`config.mk`:
```
export PLATFORM = sky130hd
export DESIGN_NAME = car_motion_controller
export DESIGN_NICKNAME = d
export VERILOG_FILES = /design/src/rtl/elevator_pkg.sv /design/src/rtl/tick_counter.sv /design/src/rtl/car_motion_controller.sv
export SDC_FILE = /design/constraint.sdc
export NUM_CORES = 1
export LEC_CHECK = 0
export CELL_PAD_IN_SITES_DETAIL_PLACEMENT = 1
export CELL_PAD_IN_SITES_GLOBAL_PLACEMENT = 1
export CORE_ASPECT_RATIO = 1.2
export CORE_MARGIN = 5
export CORE_UTILIZATION = 34
export DETAILED_ROUTE_END_ITERATION = 8
export PLACE_DENSITY_LB_ADDON = 0.15
export SLEW_MARGIN = 10
export SYNTH_ARGS = -nofsm -noshare
export SYNTH_HDL_FRONTEND = slang
export SYNTH_HIERARCHICAL = 1
export SYNTH_SLANG_ARGS = --single-unit
export TNS_END_PERCENT = 50
```
`constraint.sdc`:
```
create_clock -name clk -period 2.87 [get_ports clk]
set_input_delay 0.287 -clock clk [delete_from_list [all_inputs] [get_ports clk]]
set_output_delay 0.287 -clock clk [all_outputs]
set_load 0.02 [all_outputs]
```
`src/rtl/elevator_pkg.sv`:
```
// rtl/elevator_pkg.sv - shared elevator encodings, floor bounds and motion FSM states
package elevator_pkg;

    localparam logic ON    = 1'b1;
    localparam logic OFF   = 1'b0;
    localparam logic MOVE  = 1'b1;
    localparam logic HOLD  = 1'b0;
    localparam logic OPEN  = 1'b1;
    localparam logic CLOSE = 1'b0;

    localparam logic [1:0] STOP   = 2'b00;
    localparam logic [1:0] UP     = 2'b10;
    localparam logic [1:0] DOWN   = 2'b01;
    localparam logic [1:0] UPDOWN = 2'b11;

    localparam int FLOOR_MIN = 1;
    localparam int FLOOR_MAX = 7;
    localparam int FLOOR_W   = 3;

    typedef enum logic [1:0] {
        IDLE,
        MOVING,
        ARRIVE,
        DOOR_OPEN
    } motion_state_t;

    function automatic int maxOf(input int a, input int b);
        return (a > b) ? a : b;
    endfunction

endpackage

```
`src/rtl/tick_counter.sv`:
```
// rtl/tick_counter.sv - loadable saturating down-counter with tick enable and zero flag
module tick_counter #(
    parameter int W = 4
) (
    input  logic         clk,
    input  logic         reset,
    input  logic         load,
    input  logic [W-1:0] loadValue,
    input  logic         dec,
    output logic [W-1:0] count,
    output logic         zero
);

    always_ff @(posedge clk) begin
        if (!reset) begin
            count <= '0;
        end else if (load) begin
            count <= loadValue;
        end else if (dec && count != '0) begin
            count <= count - W'(1);
        end
    end

    assign zero = (count == '0);

endmodule

```
`src/rtl/car_motion_controller.sv`:
```
// rtl/car_motion_controller.sv - moves the car floor by floor and runs the door cycle
// Optional DOOR_REOPEN_EN adds doorObstruct, which holds the door open while asserted.
module car_motion_controller
    import elevator_pkg::*;
#(
    parameter int FLOOR_TICKS  = 8,
    parameter int DOOR_TICKS   = 6,
    parameter int BOTTOM_FLOOR = FLOOR_MIN,
    parameter int TOP_FLOOR    = FLOOR_MAX
) (
    input  logic                          clk,
    input  logic                          reset,
    input  logic                          enable,
`ifdef DOOR_REOPEN_EN
    input  logic                          doorObstruct,
`endif
    input  logic [1:0]                    nextDirection,
    input  logic [2*TOP_FLOOR-1:0]        floorButton,
    input  logic [TOP_FLOOR:BOTTOM_FLOOR] internalButton,
    output logic [FLOOR_W-1:0]            currentFloor,
    output logic [1:0]                    currentDirection,
    output logic                          move,
    output logic                          doorState,
    output logic                          arrived
);

    localparam int CW = $clog2(maxOf(FLOOR_TICKS, DOOR_TICKS) + 1);
    localparam logic [FLOOR_W-1:0] TOP_F = FLOOR_W'(TOP_FLOOR);
    localparam logic [FLOOR_W-1:0] BOT_F = FLOOR_W'(BOTTOM_FLOOR);

    motion_state_t state;

    logic          obstruct;
    logic          callHere, internalHere, hallUpHere, hallDownHere;
    logic          anyAbove, anyBelow;
    logic          startMove, stopHere;
    logic          travelLoad, travelDec, travelLast, travelZero;
    logic          doorLoad, doorDec, doorLast, doorZero;
    logic [CW-1:0] travelCount, doorCount;

`ifdef DOOR_REOPEN_EN
    assign obstruct = doorObstruct;
`else
    assign obstruct = 1'b0;
`endif

    always_comb begin
        internalHere = 1'b0;
        hallUpHere   = 1'b0;
        hallDownHere = 1'b0;
        anyAbove     = 1'b0;
        anyBelow     = 1'b0;
        for (int g = BOTTOM_FLOOR; g <= TOP_FLOOR; g++) begin
            if (FLOOR_W'(g) == currentFloor) begin
                internalHere = internalButton[g];
                hallUpHere   = floorButton[2*g-1];
                hallDownHere = floorButton[2*g-2];
            end
            if (FLOOR_W'(g) > currentFloor)
                anyAbove = anyAbove | internalButton[g] | floorButton[2*g-1] | floorButton[2*g-2];
            if (FLOOR_W'(g) < currentFloor)
                anyBelow = anyBelow | internalButton[g] | floorButton[2*g-1] | floorButton[2*g-2];
        end
    end

    assign callHere  = internalHere | hallUpHere | hallDownHere;
    assign startMove = (nextDirection == UP   && currentFloor < TOP_F) ||
                       (nextDirection == DOWN && currentFloor > BOT_F);

    // Bounds force a stop so the car can never be sent past the shaft ends.
    assign stopHere = internalHere ||
                      (currentDirection == UP   && hallUpHere) ||
                      (currentDirection == DOWN && hallDownHere) ||
                      currentFloor == TOP_F || currentFloor == BOT_F ||
                      (currentDirection == UP   && !anyAbove) ||
                      (currentDirection == DOWN && !anyBelow) ||
                      (currentDirection != UP && currentDirection != DOWN);

    assign travelLoad = enable && ((state == IDLE && !callHere && startMove) ||
                                   (state == ARRIVE && !stopHere));
    assign travelDec  = enable && state == MOVING;
    assign doorLoad   = enable && ((state == IDLE && callHere) ||
                                   (state == ARRIVE && stopHere) ||
                                   (state == DOOR_OPEN && obstruct));
    assign doorDec    = enable && state == DOOR_OPEN;

    // A count of one means this tick is the one that reaches zero.
    assign travelLast = travelZero || travelCount == CW'(1);
    assign doorLast   = doorZero || doorCount == CW'(1);

    tick_counter #(.W(CW)) travelTimer (
        .clk       (clk),
        .reset     (reset),
        .load      (travelLoad),
        .loadValue (CW'(FLOOR_TICKS)),
        .dec       (travelDec),
        .count     (travelCount),
        .zero      (travelZero)
    );

    tick_counter #(.W(CW)) doorTimer (
        .clk       (clk),
        .reset     (reset),
        .load      (doorLoad),
        .loadValue (CW'(DOOR_TICKS)),
        .dec       (doorDec),
        .count     (doorCount),
        .zero      (doorZero)
    );

    always_ff @(posedge clk) begin
        if (!reset) begin
            state            <= IDLE;
            currentFloor     <= BOT_F;
            currentDirection <= STOP;
            move             <= HOLD;
            doorState        <= CLOSE;
            arrived          <= 1'b0;
        end else begin
            arrived <= 1'b0;
            if (enable) begin
                case (state)
                    IDLE: begin
                        currentDirection <= (nextDirection == UPDOWN) ? STOP : nextDirection;
                        if (callHere) begin
                            state     <= DOOR_OPEN;
                            doorState <= OPEN;
                            arrived   <= 1'b1;
                        end else if (startMove) begin
                            state <= MOVING;
                            move  <= MOVE;
                        end
                    end
                    MOVING: begin
                        if (travelLast) begin
                            if (currentDirection == UP && currentFloor < TOP_F)
                                currentFloor <= currentFloor + FLOOR_W'(1);
                            else if (currentDirection == DOWN && currentFloor > BOT_F)
                                currentFloor <= currentFloor - FLOOR_W'(1);
                            state <= ARRIVE;
                        end
                    end
                    ARRIVE: begin
                        if (stopHere) begin
                            state     <= DOOR_OPEN;
                            move      <= HOLD;
                            doorState <= OPEN;
                            arrived   <= 1'b1;
                        end else begin
                            state <= MOVING;
                        end
                    end
                    DOOR_OPEN: begin
                        if (doorLast && !obstruct) begin
                            doorState <= CLOSE;
                            state     <= IDLE;
                        end
                    end
                    default: state <= IDLE;
                endcase
            end
        end
    end

endmodule

```
# Word level (Yosys, flattened, before mapping)
# Index checks and enable logic that the tools add are counted.
[classes] n_mux=59 n_addsub=4 eq_ne=28 bitwise=41 n_reduce_logical=54 n_lt_le_gt_ge=16
[ops] op="$mux 1" count=43
[ops] op="$or 1x1->1" count=40
[ops] op="$logic_and 1x1->1" count=20
[ops] op="$ne 2x2->1 const B" count=7
[ops] op="$eq 3x3->1 const A" count=4
[ops] op="$gt 3x3->1 const A" count=4
[ops] op="$logic_or 1x1->1" count=12
[ops] op="$lt 3x3->1 const A" count=4
[ops] op="$mux 2" count=6
[ops] op="$mux 3" count=4
[ops] op="$eq 2x2->1 const B" count=5
[ops] op="$reduce_and 5->1" count=2
[ops] op="$eq 4x1->1 const B" count=2
[ops] op="$logic_not 4->1" count=2
[ops] op="$mux 4" count=2
[ops] op="$pmux 2 s4" count=1
[ops] op="$reduce_and 4->1" count=2
[ops] op="$reduce_bool 2->1" count=4
[ops] op="$reduce_bool 4->1" count=2
[ops] op="$sub 4x1->4 const B" count=2
[ops] op="$eq 2x1->1 const B" count=3
[ops] op="$eq 2x3->1 const A" count=2
[ops] op="$gt 2x3->1 const A" count=2
[ops] op="$lt 2x3->1 const A" count=2
[ops] op="19 further kinds" count=25
[totals] input_bits=26 word_cells=212 out_inout_bits=8 ff_bits=18

# Longest topological paths before layout
[logic_depth] depth_word=37 depth_mapped=13 ltp_nobuf=11

# By module
# Netlist, hierarchy kept.
[modules_own_cells] mod="car_motion_controller" n_inst=1 seq_area_each_um2=200.2 cells_each=154 area_per_inst_um2=1178.6
[modules_own_cells] mod="tick_counter" n_inst=2 seq_area_each_um2=80.1 cells_each=31 area_per_inst_um2=256.5

# Least setup slack after synthesis
# OpenSTA, ideal clock, no wires.
[synth_timing] kind="reg2reg" from="register currentFloor[0]" to="register doorTimer.count[0]" t_arrival_ns=3.100 path_slack_ns=-0.318 period_less_slack_ns=3.188 path_stages_with_launch=14 setup_ns=0.088 n_path_buf=2 t_required_ns=2.782 path_cell_list="dfxtp_1 -> buf_4 -> inv_1 -> ha_1 -> buf_2 -> a22o_1 -> o2111ai_1 -> o41ai_1 -> a311o_1 -> or4_4 -> and2_1 -> inv_1 -> nor2_1 -> a311oi_2"
[synth_between] elab_chain_len=35 word_cells_on_any_way=114 classes_between="order compare (14); eq/ne (9); mux (35); bitwise (38); reduce/logical (18)"
[synth_rtl] element="start: declaration" line_no="car_motion_controller.sv:20" source="output logic [FLOOR_W-1:0] currentFloor,"
[synth_rtl] element="start signal: assignment" line_no="car_motion_controller.sv:137" source="currentFloor <= currentFloor + FLOOR_W'(1);"
[synth_rtl] element="start signal: assignment" line_no="car_motion_controller.sv:139" source="currentFloor <= currentFloor - FLOOR_W'(1);"
[synth_rtl] element="$gt 1x3->1" line_no="car_motion_controller.sv:59" source="if (FLOOR_W'(g) > currentFloor)"
[synth_rtl] element="$mux 1" line_no="car_motion_controller.sv:59"
[synth_rtl] element="$or 1x1->1 (3 in series)" line_no="car_motion_controller.sv:60" source="anyAbove = anyAbove | internalButton[g] | floorButton[2*g-1] | floorButton[2*g-2];"
[synth_rtl] element="$mux 1" line_no="car_motion_controller.sv:59"
[synth_rtl] element="$or 1x1->1 (3 in series)" line_no="car_motion_controller.sv:60"
[synth_rtl] element="$mux 1" line_no="car_motion_controller.sv:59"
[synth_rtl] element="$or 1x1->1 (3 in series)" line_no="car_motion_controller.sv:60"
[synth_rtl] element="$mux 1" line_no="car_motion_controller.sv:59"
[synth_rtl] element="[... 14 more ...]"
[synth_rtl] element="$logic_or 1x1->1" line_no="car_motion_controller.sv:74" source="currentFloor == TOP_F || currentFloor == BOT_F ||"
[synth_rtl] element="$logic_or 1x1->1" line_no="car_motion_controller.sv:75" source="(currentDirection == UP && !anyAbove) ||"
[synth_rtl] element="$logic_or 1x1->1" line_no="car_motion_controller.sv:76" source="(currentDirection == DOWN && !anyBelow) ||"
[synth_rtl] element="$logic_and 1x1->1" line_no="car_motion_controller.sv:83" source="(state == ARRIVE && stopHere) ||"
[synth_rtl] element="$logic_or 1x1->1 (*)" line_no="car_motion_controller.sv:82" source="assign doorLoad = enable && ((state == IDLE && callHere) ||"
[synth_rtl] element="$logic_and 1x1->1 (*)" line_no="car_motion_controller.sv:82"
[synth_rtl] element="via doorLoad" line_no="car_motion_controller.sv:38" source="logic doorLoad, doorDec, doorLast, doorZero;"
[synth_rtl] element="$reduce_or 2->1 (no source line) (*)"
[synth_rtl] element="end signal: assignment" line_no="tick_counter.sv:18" source="count <= loadValue;"
[synth_rtl] element="end signal: assignment" line_no="tick_counter.sv:20" source="count <= count - W'(1);"
[synth_rtl] element="end: declaration" line_no="tick_counter.sv:10" source="output logic [W-1:0] count,"
# The timed path passes the listed nets; every way through them passes the cells marked *.
# A chain may end at the register's enable or synchronous reset.

# Final worst setup path
[layout_timing] from="register currentFloor[0]" to="register travelTimer.count[0]"
[layout_between] elab_chain_len=36 word_cells_on_any_way=122 classes_between="order compare (16); eq/ne (9); mux (35); bitwise (38); reduce/logical (24)"
[layout_rtl] element="$gt 1x3->1" line_no="car_motion_controller.sv:59"
[layout_rtl] element="$mux 1" line_no="car_motion_controller.sv:59"
[layout_rtl] element="$or 1x1->1 (3 in series)" line_no="car_motion_controller.sv:60"
[layout_rtl] element="$mux 1" line_no="car_motion_controller.sv:59"
[layout_rtl] element="$or 1x1->1 (3 in series)" line_no="car_motion_controller.sv:60"
[layout_rtl] element="$mux 1" line_no="car_motion_controller.sv:59"
[layout_rtl] element="$or 1x1->1 (3 in series)" line_no="car_motion_controller.sv:60"
[layout_rtl] element="$mux 1" line_no="car_motion_controller.sv:59"
[layout_rtl] element="[... 15 more ...]"
[layout_rtl] element="$logic_or 1x1->1" line_no="car_motion_controller.sv:75"
[layout_rtl] element="$logic_or 1x1->1" line_no="car_motion_controller.sv:76"
[layout_rtl] element="$logic_not 1->1" line_no="car_motion_controller.sv:80" source="(state == ARRIVE && !stopHere));"
[layout_rtl] element="$logic_and 1x1->1" line_no="car_motion_controller.sv:80"
[layout_rtl] element="$logic_or 1x1->1 (*)" line_no="car_motion_controller.sv:79" source="assign travelLoad = enable && ((state == IDLE && !callHere && startMove) ||"
[layout_rtl] element="$logic_and 1x1->1 (*)" line_no="car_motion_controller.sv:79"
[layout_rtl] element="via travelLoad" line_no="car_motion_controller.sv:37" source="logic travelLoad, travelDec, travelLast, travelZero;"
[layout_rtl] element="$reduce_or 2->1 (no source line) (*)"
[layout_rtl] element="end signal: assignment" line_no="tick_counter.sv:18"
[layout_rtl] element="end signal: assignment" line_no="tick_counter.sv:20"
[layout_rtl] element="end: declaration" line_no="tick_counter.sv:10"
# Marked as above.

==> key figures <==
Outcome
  • Status: finished clean

Floorplanning
  • DIE WIDTH: 74.4 um
  • Initial core utilization: 34.7%
  • # IOs: 34
  • Die Ht: 87.3 um
  • Core Rows: 28
  • Core area: 0.00487 mm2
  • Die area: 0.00649 mm2

STA
  • Pins Over Slew Limit: 0
  • Setup Viol. Count Final: 0
  • Slew @ Worst Pin: 0.713 ns
  • Final worst slack: 0.0755 ns
  • Tmin final: 2.79 ns
  • Fin crit share: 97.4%
  • Setup TNS Final: 0 ns
  • Final Hold Viols: 0
  • Clk_skew: 0.00558 ns
  • Hold_ws: 0.504 ns
  • Fmax: 358 MHz
  • Slew HR: 52.3%

Finish
  • Ant diodes: 0
  • Layout cells sized above 1: 23.9%
  • Post-Layout Cell Count: 336
  • P&R area growth vs syn: 44.2%
  • Final Core Density: 50.1%
  • Fin nets: 313

GRT
  • Number of global-route vias before repair: 1,960
  • Grt ovf: 0
  • First-pass GRT wire length: 8870 um
  • Largest net degree at the start of global routing: 21
  • GRT Total Usage: 17.1%
  • Initial antenna violation count: 0

Detailed routing
  • Remaining DRCs: 0
  • Via count: 1,895
  • Initial detailed-routing violation count: 45
  • Routed vias/inst: 5.64
  • Wire length on met1: 2150 um
  • Final wirelength: 5530 um
  • Highest routed layer: met4
  • Met2 wire len: 3100 um
  • Drt pass-1 iters: 4
  • WL/cell: 16.4 um
  • DR WL met3: 147 um
  • Antenna viol nets, final: 0

CTS
  • CTS Sinks: 18
  • Number of H-tree levels: 1
  • Clock root cell: clkbuf_8
  • # hold bufs at CTS: 0
  • Worst-Skew Late Latency: 0.25 ns
  • Max Root-Sink Buffers: 2
  • Worst-path clk slew: 0.07 ns
  • TritonCTS clock tree: yes
  • Clock buffer count from CTS: 3

Worst setup path
  • CP Class: reg -> reg
  • Crit-path max FO: 8
  • Critical Path RT: 3.01 ns
  • Slowest stage cell, crit path: or4_4
  • Cell repeated most along the worst path: a311oi_2
  • Crit-path max cell delay: 0.59 ns
  • Buffer and inverter count on the worst path: 3
  • Worst EP arrival: 2.93 ns
  • CP delay by family, top: compound AO/OA/AOI/OAI gates
  • Crit. End Element: flop
  • Critical-path cell list: inv_2, ha_4, buf_4, a311oi_2, o221ai_2, a2111o_1, or4_4, a21oi_4, inv_4, nor2_2, a311oi_2
  • Startpoint Class: flop

Synthesis
  • Post-synthesis sequential area ratio: 21.3%
  • Synth Area per Inst: 7.83 um2
  • Synth Warn #: 6
  • Async set or reset register ratio after synthesis: 0%
  • #FFs+latches synth: 18
  • Mapped cell area: 0.00169 mm2
  • Ys flop type: dfxtp_1
  • Syn Inst Count: 216
  • Synth unique cells: 64
  • EDFF count, synth: 0

Pwr
  • Leak: 0.000876 uW
  • PwrDens: 273 mW/mm2
  • Max VDD drop: 0.228 mV

Place
  • Port bufs: 33
  • Final Wtd Congestion: 0.795
  • Post-Place Worst Slack: -0.221 ns
  • Placed cell count: 331
  • HPWL after DPL: 4340 um

Flow run
  • Max-cap check violation count: 0

Min path
  • Worst min path class: reg -> reg
==> layout make-up <==
type | instances | area (um2)
Fill cell | 597 | 2430
Multi-Input combinational cell | 179 | 1360
Timing Repair Buffer | 56 | 514
Sequential cell | 18 | 368
Inverter | 19 | 78.8
Tap cell | 60 | 75.1
Clock buffer | 4 | 45.0
==> cell usage after synthesis, types with 2 or more instances <==
| library cell | number | area share [%] |
|---|---|---|
| inv_1 | 16 | 3.6 |
| a31oi_1 | 2 | 0.74 |
| nand4_1 | 2 | 0.74 |
| and3b_1 | 6 | 3.1 |
| o31ai_1 | 2 | 0.89 |
| nand2b_1 | 5 | 1.8 |
| ha_1 | 10 | 7.4 |
| a311oi_1 | 4 | 2.1 |
| nor3_1 | 6 | 1.8 |
| a21oi_1 | 10 | 3.0 |
| nor2b_1 | 7 | 2.6 |
| o2111ai_1 | 3 | 1.6 |
| buf_4 | 2 | 0.89 |
| nor4b_1 | 2 | 1.0 |
| and2_1 | 3 | 1.1 |
| o21ai_2 | 2 | 1.0 |
| mux2i_1 | 4 | 2.4 |
| nand4b_1 | 2 | 1.0 |
| dfxtp_1 | 18 | 21 |
| clkbuf_1 | 2 | 0.44 |
| nand3b_1 | 2 | 0.89 |
| a22o_1 | 3 | 1.6 |
| clkinv_2 | 2 | 0.59 |
| nand3_1 | 10 | 3.0 |
| or3b_4 | 2 | 1.3 |
| nor4_1 | 3 | 1.1 |
| a21boi_0 | 2 | 0.89 |
| and3_1 | 2 | 0.74 |
| o41ai_1 | 2 | 1.0 |
| o21ai_0 | 14 | 4.1 |
| conb_1 | 2 | 0.44 |
| nor2_1 | 14 | 3.1 |
| nand2_1 | 15 | 3.3 |
| nor4b_2 | 2 | 1.8 |
| a311oi_2 | 3 | 2.7 |
| or3_1 | 2 | 0.74 |
==> metrics by stage <==
stage,total power (uW),instance area (um2)
final,665,2440
after floorplan,394,1750
after global routing,702,2440
after detailed placement,478,2280
after global placement,475,2280
after CTS,670,2360
==> state kept, by name, indices dropped and copies added, names as in the netlist <==
signal	flops
currentDirection	2
travelTimer/count	4
state	2
move	1
currentFloor	3
doorState	1
arrived	1
doorTimer/count	4
==> routing by layer <==
layer  global-route usage (%)  up-vias
met4                     6.63        0
met1                     18.4      931
met2                     33.1       28
li1                         -      926
met3                     1.73       10
met5                        0        -
==> cell usage in the layout, fill, tap and decap left out, types with 7 or more instances in the layout <==
cell	synthesis	routed
clkdlybuf4s50_1	0	33
buf_4	2	20
dfxtp_1	18	16
nand2_1	15	15
o21ai_0	14	13
inv_1	16	12
nor2_1	14	11
nand3_1	10	10
a21oi_1	10	9
conb_1	2	8
nor2b_1	7	7
==> final timing paths <==
check,from,to,slack (ns),cells past startpoint
setup / recovery,currentFloor[0],travelTimer/count[0],0.08,11
hold / removal,doorState,doorState,0.50,1
setup reg to reg,currentFloor[0],travelTimer/count[0],0.08,11
hold reg to reg,doorState,doorState,0.50,1
==> power breakdown <==
group | internal, uW | switching [uW] | total [uW]
Clock | 98.5 | 84.3 | 183
Sequential | 262 | 20.2 | 283
Combinational | 102 | 96.9 | 199
Total | 463 | 201 | 665
==> logic make-up after synthesis <==
logic type | Yosys count | synth area share (%)
AOI/OAI and AO/OA | 67 | 30.4
xor gates and xnor gates | 2 | 1.04
adders and majority gates | 10 | 7.40
buffers and inverters | 25 | 6.21
DFF | 18 | 21.3
muxes | 4 | 2.37
other | 2 | 0.444
and+or+nand+nor | 88 | 30.8
==> repair_timing <==
item                       CTS  global route
resized for setup            8            16
setup endpoints to repair    7             8
cloned                       0             0
pin swaps                    1            11
buffers inserted             0             1
No activity file was read; power rests on OpenSTA's default activity.
